<file path="config.mk">
export PLATFORM = sky130hd
export DESIGN_NAME = uart_rx_ctrl
export DESIGN_NICKNAME = d
export VERILOG_FILES = /design/src/rtl/uart_pkg.sv /design/src/rtl/uart_rx_fifo.sv /design/src/rtl/uart_rx_ctrl.sv
export SDC_FILE = /design/constraint.sdc
export NUM_CORES = 1
export LEC_CHECK = 0
export CAP_MARGIN = 20
export CORE_MARGIN = 2
export CORE_UTILIZATION = 63
export CTS_BUF_LIST = sky130_fd_sc_hd__clkbuf_16
export DETAILED_ROUTE_END_ITERATION = 10
export PLACE_DENSITY_LB_ADDON = 0.2
export SLEW_MARGIN = 20
export SYNTH_ARGS = -nofsm -noshare
export SYNTH_HDL_FRONTEND = slang
export SYNTH_SLANG_ARGS = --single-unit
</file>
<file path="constraint.sdc">
create_clock -name clk -period 7.4 [get_ports clk]
set_input_delay 0.74 -clock clk [delete_from_list [all_inputs] [get_ports clk]]
set_output_delay 0.74 -clock clk [all_outputs]
set_load 0.005 [all_outputs]
</file>
<file path="src/rtl/uart_pkg.sv">
// Shared definitions for the UART receive path.
// - uart_rx_ctrl_state_t : sequencing FSM states of uart_rx_ctrl
// - RX_CTRL_ARM / RX_CTRL_FIN : bit indices within the rx_ctrl control bus
// - ctrl_for_state() : control-line levels to drive while in a given state
package uart_pkg;

  typedef enum logic [2:0] {
    StWait,
    StCapt,
    StFinHi,
    StFinLo,
    StArmHi,
    StArmLo,
    StPark
  } uart_rx_ctrl_state_t;

  localparam int unsigned RX_CTRL_ARM = 0;
  localparam int unsigned RX_CTRL_FIN = 1;

  function automatic logic [1:0] ctrl_for_state(uart_rx_ctrl_state_t s);
    logic [1:0] ctrl;
    ctrl = 2'b00;
    if (s == StFinHi) ctrl[RX_CTRL_FIN] = 1'b1;
    if (s == StArmHi) ctrl[RX_CTRL_ARM] = 1'b1;
    return ctrl;
  endfunction

endpackage

</file>
<file path="src/rtl/uart_rx_fifo.sv">
// Byte FIFO between the UART receive controller and the CPU-side consumer.
// Circular buffer with a registered head byte.
// Ports:
//   clk, rst : clock, synchronous active-high reset
//   push/din : write request and byte (ignored when full unless popping too)
//   pop/dout : read request (ignored when empty) and registered head byte
//   level    : occupancy, full/empty : occupancy flags
module uart_rx_fifo #(
  parameter int unsigned DEPTH = 8
) (
  input  logic                     clk,
  input  logic                     rst,
  input  logic                     push,
  input  logic [7:0]               din,
  input  logic                     pop,
  output logic [7:0]               dout,
  output logic [$clog2(DEPTH):0]   level,
  output logic                     full,
  output logic                     empty
);

  localparam int unsigned PtrW = $clog2(DEPTH);

  logic [7:0]      mem_q [DEPTH];
  logic [PtrW-1:0] wptr_q, rptr_q, rptr_d;
  logic [PtrW:0]   count_q;
  logic [7:0]      dout_q;
  logic            push_eff, pop_eff;

  assign full  = (count_q == (PtrW+1)'(DEPTH));
  assign empty = (count_q == '0);

  // A push into a full FIFO still lands if the same cycle frees a slot.
  assign push_eff = push & (~full | pop);
  assign pop_eff  = pop & ~empty;
  assign rptr_d   = pop_eff ? rptr_q + PtrW'(1) : rptr_q;

  always_ff @(posedge clk) begin
    if (push_eff) mem_q[wptr_q] <= din;
  end

  always_ff @(posedge clk) begin
    if (rst) begin
      wptr_q  <= '0;
      rptr_q  <= '0;
      count_q <= '0;
      dout_q  <= '0;
    end else begin
      if (push_eff) wptr_q <= wptr_q + PtrW'(1);
      rptr_q <= rptr_d;
      case ({push_eff, pop_eff})
        2'b10:   count_q <= count_q + (PtrW+1)'(1);
        2'b01:   count_q <= count_q - (PtrW+1)'(1);
        default: count_q <= count_q;
      endcase
      // Head register: bypass din when the new head slot is being written now.
      if (pop_eff || (push_eff && empty)) begin
        dout_q <= (push_eff && (wptr_q == rptr_d)) ? din : mem_q[rptr_d];
      end
    end
  end

  assign dout  = dout_q;
  assign level = count_q;

endmodule

</file>
<file path="src/rtl/uart_rx_ctrl.sv">
// Sequencing controller for the UART receiver.
// After each received byte it pulses the finish line, then (if enabled) the re-arm
// line, drains the byte into a FIFO and offers it on a valid/ready read port.
// Ports:
//   clk, rst                 : clock, synchronous active-high reset
//   en                       : keep re-arming the receiver after each byte
//   rx_data_valid, rx_data   : completed byte from the receiver
//   rx_ready                 : receiver idle (status only, not used for sequencing)
//   rx_ctrl                  : registered control levels, [0]=re-arm, [1]=finish
//   rd_valid/rd_data/rd_ready: consumer read port
//   level                    : FIFO occupancy
//   overrun / clr_ovr        : sticky dropped-byte flag and its clear
//   busy                     : sequence in progress (not in WAIT or PARK)
//   ovr_cnt                  : saturating drop count, only with UART_RX_CTRL_OVR_CNT_EN
module uart_rx_ctrl import uart_pkg::*; #(
  parameter int unsigned DEPTH   = 8,
  parameter int unsigned PULSE_W = 2
) (
  input  logic                   clk,
  input  logic                   rst,
  input  logic                   en,
  input  logic                   rx_data_valid,
  input  logic [7:0]             rx_data,
  input  logic                   rx_ready,
  output logic [1:0]             rx_ctrl,
  output logic                   rd_valid,
  output logic [7:0]             rd_data,
  input  logic                   rd_ready,
  output logic [$clog2(DEPTH):0] level,
  output logic                   overrun,
  input  logic                   clr_ovr,
  output logic                   busy
`ifdef UART_RX_CTRL_OVR_CNT_EN
  ,
  output logic [7:0]             ovr_cnt
`endif
);

  localparam int unsigned CntW = $clog2(PULSE_W) + 1;
  localparam logic [CntW-1:0] CntReload = CntW'(PULSE_W - 1);

  uart_rx_ctrl_state_t state_q, state_d;
  logic [CntW-1:0]     cnt_q, cnt_d;
  logic                disarmed_q, disarmed_d;
  logic [1:0]          rx_ctrl_q;
  logic                overrun_q, overrun_d;
  logic                phase_done, capt, pop, drop;
  logic                fifo_full, fifo_empty;
  logic                unused_rx_ready;

  assign unused_rx_ready = rx_ready;

  assign phase_done = (cnt_q == '0);

  always_comb begin
    state_d    = state_q;
    disarmed_d = disarmed_q;
    unique case (state_q)
      StWait: begin
        if (rx_data_valid) state_d = StCapt;
        else if (!en)      state_d = StPark;
      end
      StCapt:  state_d = StFinHi;
      StFinHi: if (phase_done) state_d = StFinLo;
      StFinLo: begin
        if (phase_done) begin
          disarmed_d = 1'b1;
          state_d    = en ? StArmHi : StPark;
        end
      end
      StArmHi: if (phase_done) state_d = StArmLo;
      StArmLo: begin
        if (phase_done) begin
          disarmed_d = 1'b0;
          state_d    = StWait;
        end
      end
      StPark: begin
        // Only re-arm if we were the ones who finished the receiver.
        if (en) state_d = disarmed_q ? StArmHi : StWait;
      end
      default: state_d = StWait;
    endcase

    if (state_d != state_q) cnt_d = CntReload;
    else if (phase_done)    cnt_d = cnt_q;
    else                    cnt_d = cnt_q - CntW'(1);
  end

  assign capt      = (state_q == StCapt);
  assign pop       = rd_ready & ~fifo_empty;
  assign drop      = capt & fifo_full & ~pop;
  assign overrun_d = drop | (overrun_q & ~clr_ovr);

  always_ff @(posedge clk) begin
    if (rst) begin
      state_q    <= StWait;
      cnt_q      <= CntReload;
      disarmed_q <= 1'b0;
      rx_ctrl_q  <= 2'b00;
      overrun_q  <= 1'b0;
    end else begin
      state_q    <= state_d;
      cnt_q      <= cnt_d;
      disarmed_q <= disarmed_d;
      // Decoded from the next state so the line moves on the state-change edge.
      rx_ctrl_q  <= ctrl_for_state(state_d);
      overrun_q  <= overrun_d;
    end
  end

`ifdef UART_RX_CTRL_OVR_CNT_EN
  logic [7:0] ovr_cnt_q, ovr_cnt_d;

  always_comb begin
    ovr_cnt_d = ovr_cnt_q;
    if (drop) begin
      if (ovr_cnt_q != 8'hFF) ovr_cnt_d = ovr_cnt_q + 8'd1;
    end else if (clr_ovr) begin
      ovr_cnt_d = 8'd0;
    end
  end

  always_ff @(posedge clk) begin
    if (rst) ovr_cnt_q <= 8'd0;
    else     ovr_cnt_q <= ovr_cnt_d;
  end

  assign ovr_cnt = ovr_cnt_q;
`endif

  uart_rx_fifo #(
    .DEPTH(DEPTH)
  ) u_fifo (
    .clk   (clk),
    .rst   (rst),
    .push  (capt),
    .din   (rx_data),
    .pop   (pop),
    .dout  (rd_data),
    .level (level),
    .full  (fifo_full),
    .empty (fifo_empty)
  );

  assign rx_ctrl  = rx_ctrl_q;
  assign rd_valid = ~fifo_empty;
  assign overrun  = overrun_q;
  assign busy     = (state_q != StWait) && (state_q != StPark);

endmodule

</file>
Word-level counts from Yosys, hierarchy flattened:

Memories as Yosys holds them, arrays and structs flattened. A register that Yosys moved wholly into a read port is not among the register bits.
Index checks and enable logic that the tools add are counted.

* add/sub/neg operators: 5
* equal/unequal tests: 15
* muxes and demuxes: 19
* bitwise logic cells: 12
* reduce and logical (&&, ||, !) cells: 11

Operators with widths (number)
* 3-bit 2-to-1 mux: 9
* 3-bit case mux with 7 select lines: 1
* 3-bit equality test (second input constant): 4
* 3-bit by 2-bit equality test with 1-bit output (second input constant): 3
* 4-bit case mux with 2 select lines: 1
* 3-bit by 1-bit adder with 3-bit output (second input constant): 2
* 1-bit bitwise AND: 6
* 1-bit 2-to-1 mux: 6
* 4-bit by 1-bit adder with 4-bit output (second input constant): 1
* 4-bit equality test (second input constant): 1
* 4-bit zero test: 1
* 2-bit inequality test (second input constant): 2
* 1-bit inverter: 4
* 2-bit nonzero test: 2
* 4-bit by 1-bit subtractor with 4-bit output (second input constant): 1
* 3-bit by 1-bit equality test with 1-bit output (second input constant): 1
* 3-bit zero test: 1
* 3-bit inequality test: 1
* 3-bit inequality test (second input constant): 1
* 3-bit AND reduction: 1
* 3-bit nonzero test: 1
* 2-bit by 1-bit equality test with 1-bit output (second input constant): 1
* 2-bit equality test (second input constant): 1
* 1-bit logical AND: 2
* other kinds (7): 8

* register bits: 19
* bits in writable memories: 64
* input port bits: 15
* output and inout bits: 17
* logic and storage cells: 71
* memories kept: 1

Memories
* u_fifo.mem_q: depth 8, bits a word 8, rd ports 1, clocked after memory_dff 1, write ports 1, line uart_rx_fifo.sv:24 `logic [7:0] mem_q [DEPTH];`

Longest topological paths before layout:

* depth in word-level cells: 7
* depth in mapped cells: 11
* gate-level depth less buffers: 9

By module:

Synthesis repeated with hierarchy kept, for this count alone.

* cell total of the unflattened synthesis: 379
* area, all modules: 4623.2 sq um

By module, submodules not included
* uart_rx_fifo: times used 1, cells each 307, area each 4026.4 sq um, sequential area each 2282.2 sq um
* uart_rx_ctrl: times used 1, cells each 72, area each 596.8 sq um, sequential area each 180.2 sq um

Worst setup path after synthesis:

No wires, ideal clock.

* kind: flip-flop to flip-flop
* from: register state_q[0]
* to: memory u_fifo.mem_q[4][0] (enable)
* library setup time: 398 ps
* arrival: 2356 ps
* required time: 7002 ps
* setup slack: 4646 ps
* cell stages (with the launch flop): 5
* path buffers: 1
* period minus slack after synthesis: 2754 ps
* cell sequence: dfxtp_1 clkbuf_1 or3b_2 o21bai_2 nor4b_1

* longest elaborated chain between the ends: 4

Ends and longest elaborated chain
* from (decl): line uart_rx_ctrl.sv:42 `uart_rx_ctrl_state_t state_q, state_d;`
* from (signal assigned): line uart_rx_ctrl.sv:97 `state_q <= StWait;`
* from (signal assigned): line uart_rx_ctrl.sv:103 `state_q <= state_d;`
* 3-bit by 1-bit equality test with 1-bit output: line uart_rx_ctrl.sv:90 `assign capt = (state_q == StCapt);`
* 1-bit bitwise AND: line uart_rx_fifo.sv:34 `assign push_eff = push & (~full | pop);`
* 1-bit 2-to-1 mux: line uart_rx_fifo.sv:39 `if (push_eff) mem_q[wptr_q] <= din;`
* 1-bit 2-to-1 mux (not written as such): line uart_rx_fifo.sv:39
* to (decl): line uart_rx_fifo.sv:24

Every way passes these cells.

Final worst setup path:

* from: register u_fifo.count_q[1] (netlist: u_fifo.level[1])
* to: register u_fifo.count_q[2] (netlist: u_fifo.level[2])

* longest elaborated chain between the ends: 7
* elaborated cells between the ends (all ways): 14
* classes of those cells: add/sub: 2; eq/ne: 3; mux: 1; bitwise: 6; reduce/logical: 2

Ends and longest elaborated chain
* from (decl): line uart_rx_fifo.sv:26 `logic [PtrW:0] count_q;`
* from (signal assigned): line uart_rx_fifo.sv:52 `2'b10: count_q <= count_q + (PtrW+1)'(1);`
* from (signal assigned): line uart_rx_fifo.sv:53 `2'b01: count_q <= count_q - (PtrW+1)'(1);`
* from (signal assigned): line uart_rx_fifo.sv:54 `default: count_q <= count_q;`
* 4-bit zero test: line uart_rx_fifo.sv:31 `assign empty = (count_q == '0);`
* 1-bit inverter: line uart_rx_fifo.sv:35, uart_rx_ctrl.sv:91
* 1-bit bitwise AND: line uart_rx_ctrl.sv:91 `assign pop = rd_ready & ~fifo_empty;`
* 1-bit bitwise OR: line uart_rx_fifo.sv:34
* 1-bit bitwise AND: line uart_rx_fifo.sv:34
* 2-bit by 1-bit equality test with 1-bit output / 2-bit equality test (equally long branches): line uart_rx_fifo.sv:51 `case ({push_eff, pop_eff})`
* 4-bit case mux with 2 select lines / 2-bit nonzero test (equally long branches)

Several ways; a longest one is shown, not always the timed one.
A chain may end at the register's enable or synchronous reset.

==> flow_summary.rst <==
.. list-table::
   :header-rows: 1

   * - Metric
     - Value
   * - Count of vias placed by the detailed router
     - 3321
   * - Fraction of registers with async set or reset after synthesis
     - 0
   * - Number of design rule violations left after detail routing
     - 0
   * - Most common library cell in the layout ignoring fill and taps
     - edfxtp_1
   * - Internal
     - approximately 0.0011 W
   * - Clock tree from TritonCTS
     - yes
   * - FMAX
     - 291 MHz
   * - Number of placement rows
     - 31
   * - Width of the chip
     - approximately 90 µm
   * - Worst-path maximum fanout
     - 28
   * - Initial cell density of the core
     - 0.645
   * - Die Area
     - slightly above 8000 µm²
   * - Vias in the first global route
     - 3224
   * - Master cell of the clock root buffer
     - clkbuf_16
   * - Placement Setup Slack
     - about 4.0 ns
   * - Critical path data required time
     - approximately 7.7 ns
   * - Sort of element at the end of the critical path
     - flip-flop
   * - Max VDD drop
     - roughly 0.20 mV
   * - Buffers from clock root to sink, at most
     - 2
   * - Clock buffer count from CTS
     - 9
   * - Post-Layout Inst Area
     - roughly 5300 µm²
   * - Relative contribution of the clock network to total power
     - 0.270
   * - CTS HTree Levels
     - 3
   * - # resized after CTS
     - 0
   * - Die Height
     - ~90 µm
   * - Placed instance area
     - a little over 5000 µm²
   * - Fraction of final layout cells with drive strength greater than 1
     - 0.164
   * - CTS clk-pin slew, worst paths
     - ~0.06 ns
   * - # fillers
     - around 480
   * - Number of enable-type register cells in the synthesized netlist
     - 64
   * - Final Slew Violations
     - 0
   * - Final worst-path setup slack
     - between 3 and 4 ns
   * - I/O Pins
     - 32
   * - Number of hold buffers added after CTS
     - 0
   * - Clock latency reported for the late side of the worst-skew pair
     - 0.34 ns
   * - First-pass GRT wire length
     - about 17000 µm
   * - Final worst path period share
     - 0.465
   * - Area growth from synthesis to layout
     - 14.9%
   * - Commonest non-fill, non-tap cells in the layout
     - edfxtp_1 (64), nand2_1 (54), clkdlybuf4s50_1 (30)
   * - # Post-CTS Setup Buffers
     - 0
   * - Synthesis Warnings
     - 0
   * - Total global-route track usage
     - 0.270
   * - HPWL after detailed placement
     - roughly 6500 µm
   * - Post-Syn Instances
     - slightly below 400
   * - Combinational power share
     - 0.352
   * - Synthesized area per cell
     - 11.8 µm²
   * - Average via count per standard cell
     - 6.39
   * - Number of antenna violations at the first check in global routing
     - 0
   * - Final clock skew
     - just under 0.006 ns
   * - Net count of the finished layout
     - around 440
   * - Setup repair after global routing missed its margin
     - no
   * - Post-synthesis sequential element count
     - about 90
   * - Proportion of synthesized chip area in sequential cells
     - 0.529
   * - Count of port buffers added during placement
     - 30
   * - Total of max-cap violations
     - 0
   * - Final hold vios
     - 0
   * - GRT Residual Overflow
     - 0
   * - Kind of critical path
     - reg2reg
   * - Crit path launch type
     - flip-flop
   * - Power density of the placed cells
     - 316 nW/µm²
   * - Area of the core
     - 7210 µm²
   * - Slew at the pin with the worst max-slew slack
     - ~1.1 ns
   * - Antenna-violating nets left
     - 0
   * - Proportion of power drawn by flip-flops and latches
     - 0.378
   * - Area of the multi-input gates
     - slightly above 2000 µm²
   * - Total iterations of the first detailed-routing run
     - 5
   * - Post-Syn Area
     - between 4000 and 5000 µm²
   * - Pin count of the biggest net entering global routing
     - 44
   * - Post-route minimum period
     - ~3.4 ns
   * - Leakage power
     - between 1.5 and 2 nW
   * - Headroom to the max-slew limit
     - 0.276
   * - Run status
     - finished clean
   * - Most used flip-flop cell after synthesis
     - edfxtp_1
   * - Fraction of power spent switching nets
     - 0.328
   * - Net switching power
     - approximately 0.00055 W
   * - Hold Crit Class
     - reg2reg
   * - First-iteration detailed-routing DRC count
     - about 260
   * - Cell variety after synth
     - 52
   * - Sum of negative setup slack
     - 0 ns
   * - Sequential cell area
     - 2460 µm²
   * - Arrival time at the worst endpoint
     - 3.71 ns
   * - Net count of the mapped netlist
     - ~420
   * - Routed Wire Length
     - slightly above 10000 µm
   * - Sinks on Clock Net
     - 91
   * - RD Place Congestion
     - 0.798
   * - Average wire per standard cell
     - around 20 µm
   * - Inserted Diodes
     - 0
   * - # setup viols final
     - 0
[cells by family after synthesis]
group	Yosys count	share of synthesized area
buffers and inverters	33	0.0285
flip-flops	91	0.529
AND/OR/NAND/NOR	124	0.128
multiplexers	39	0.129
AO/OA/AOI/OAI	84	0.135
XOR/XNOR	15	0.0315
adder cells (fa/ha/maj)	7	0.0188
[cell usage after synthesis (all sizes together) (3+ instances only)]
cell    count  area [µm²]
mux4       16         360
o21ai      14        73.8
nand2b      3        18.8
a21oi      26         141
edfxtp     64        1920
inv         7        26.3
o32ai       7        61.3
nand2      55         209
dfxtp      27         541
nand3       5        25.0
o21bai      8        63.8
buf        10        46.3
xor2        9        78.8
o211ai      6        45.0
or3         3        23.8
nor3b       4        30.0
nor2       23        86.3
ha          7        87.6
mux2i      15         150
nor3       11        55.1
xnor2       5        43.8
nand3b      7        52.6
mux2        8        90.1
a221oi      7        61.3
o2bb2a      7        87.6
clkbuf     16        60.1
[registers in the layout, summed over array words and instances (netlist names)]
signal	cells
u_fifo.level	4
u_fifo.mem_q	64
state_q	3
overrun	1
disarmed_q	1
u_fifo.wptr_q	3
u_fifo.dout	8
rx_ctrl	2
u_fifo.rptr_q	3
cnt_q	2
[cell type report]
cell class                 count  share of cell area
sequential                    91               0.461
multi-input combinational    269               0.389
timing repair buffer          38              0.0674
clock buffer                   9              0.0422
tap                           99              0.0232
clock inverter                 7              0.0126
inverter                       7             0.00492
[critical path, cell delays in order (launching register included)]
cell and delay [ns]:
dfxtp_1 0.41, o41ai_4 1.01, inv_2 0.52, ha_1 0.40, xor2_1 0.16, ha_1 0.20, a21oi_1 0.15, xor2_1 0.10
or3_1 0.31, a21oi_1 0.13
[stage by stage]
stage          cells  utilization  power [W]  hold WS (ns)
2_1_floorplan    393            -    0.00105         0.455
3_3_place_gp     504        0.699    0.00121         0.468
3_5_place_dp     504        0.699    0.00123         0.487
4_1_cts          520        0.739    0.00169         0.503
5_1_grt          520        0.741    0.00177         0.538
6_report         520        0.741    0.00169         0.492
[path summary, 6_finish.rpt]
kind / startpoint / endpoint / slack [ns] / cells after the start
max: u_fifo.level[1]$_SDFFE_PP0P_ / u_fifo.level[2]$_SDFFE_PP0P_ / 3.96 / 9
min: overrun$_SDFF_PP0_ / overrun$_SDFF_PP0_ / 0.49 / 2
max reg2reg: u_fifo.level[1]$_SDFFE_PP0P_ / u_fifo.level[2]$_SDFFE_PP0P_ / 3.96 / 9
min reg2reg: overrun$_SDFF_PP0_ / overrun$_SDFF_PP0_ / 0.49 / 2
[layer usage]
metal	up-vias	track usage	wire length (µm)
li1	1528	-	-
met1	1640	0.362	4300
met2	130	0.440	5050
met3	23	0.0495	722
met4	0	0.109	228
met5	-	0	0
[power by group through the flow]
stage          Combinational, W  Clock (W)  Sequential, W
6_report               0.000594   0.000456       0.000639
5_1_grt                0.000650   0.000478       0.000645
4_1_cts                0.000593   0.000458       0.000637
3_5_place_dp           0.000586          0       0.000646
3_3_place_gp           0.000564          0       0.000644
2_1_floorplan          0.000424          0       0.000628
Power figures use the tool's default switching activity.
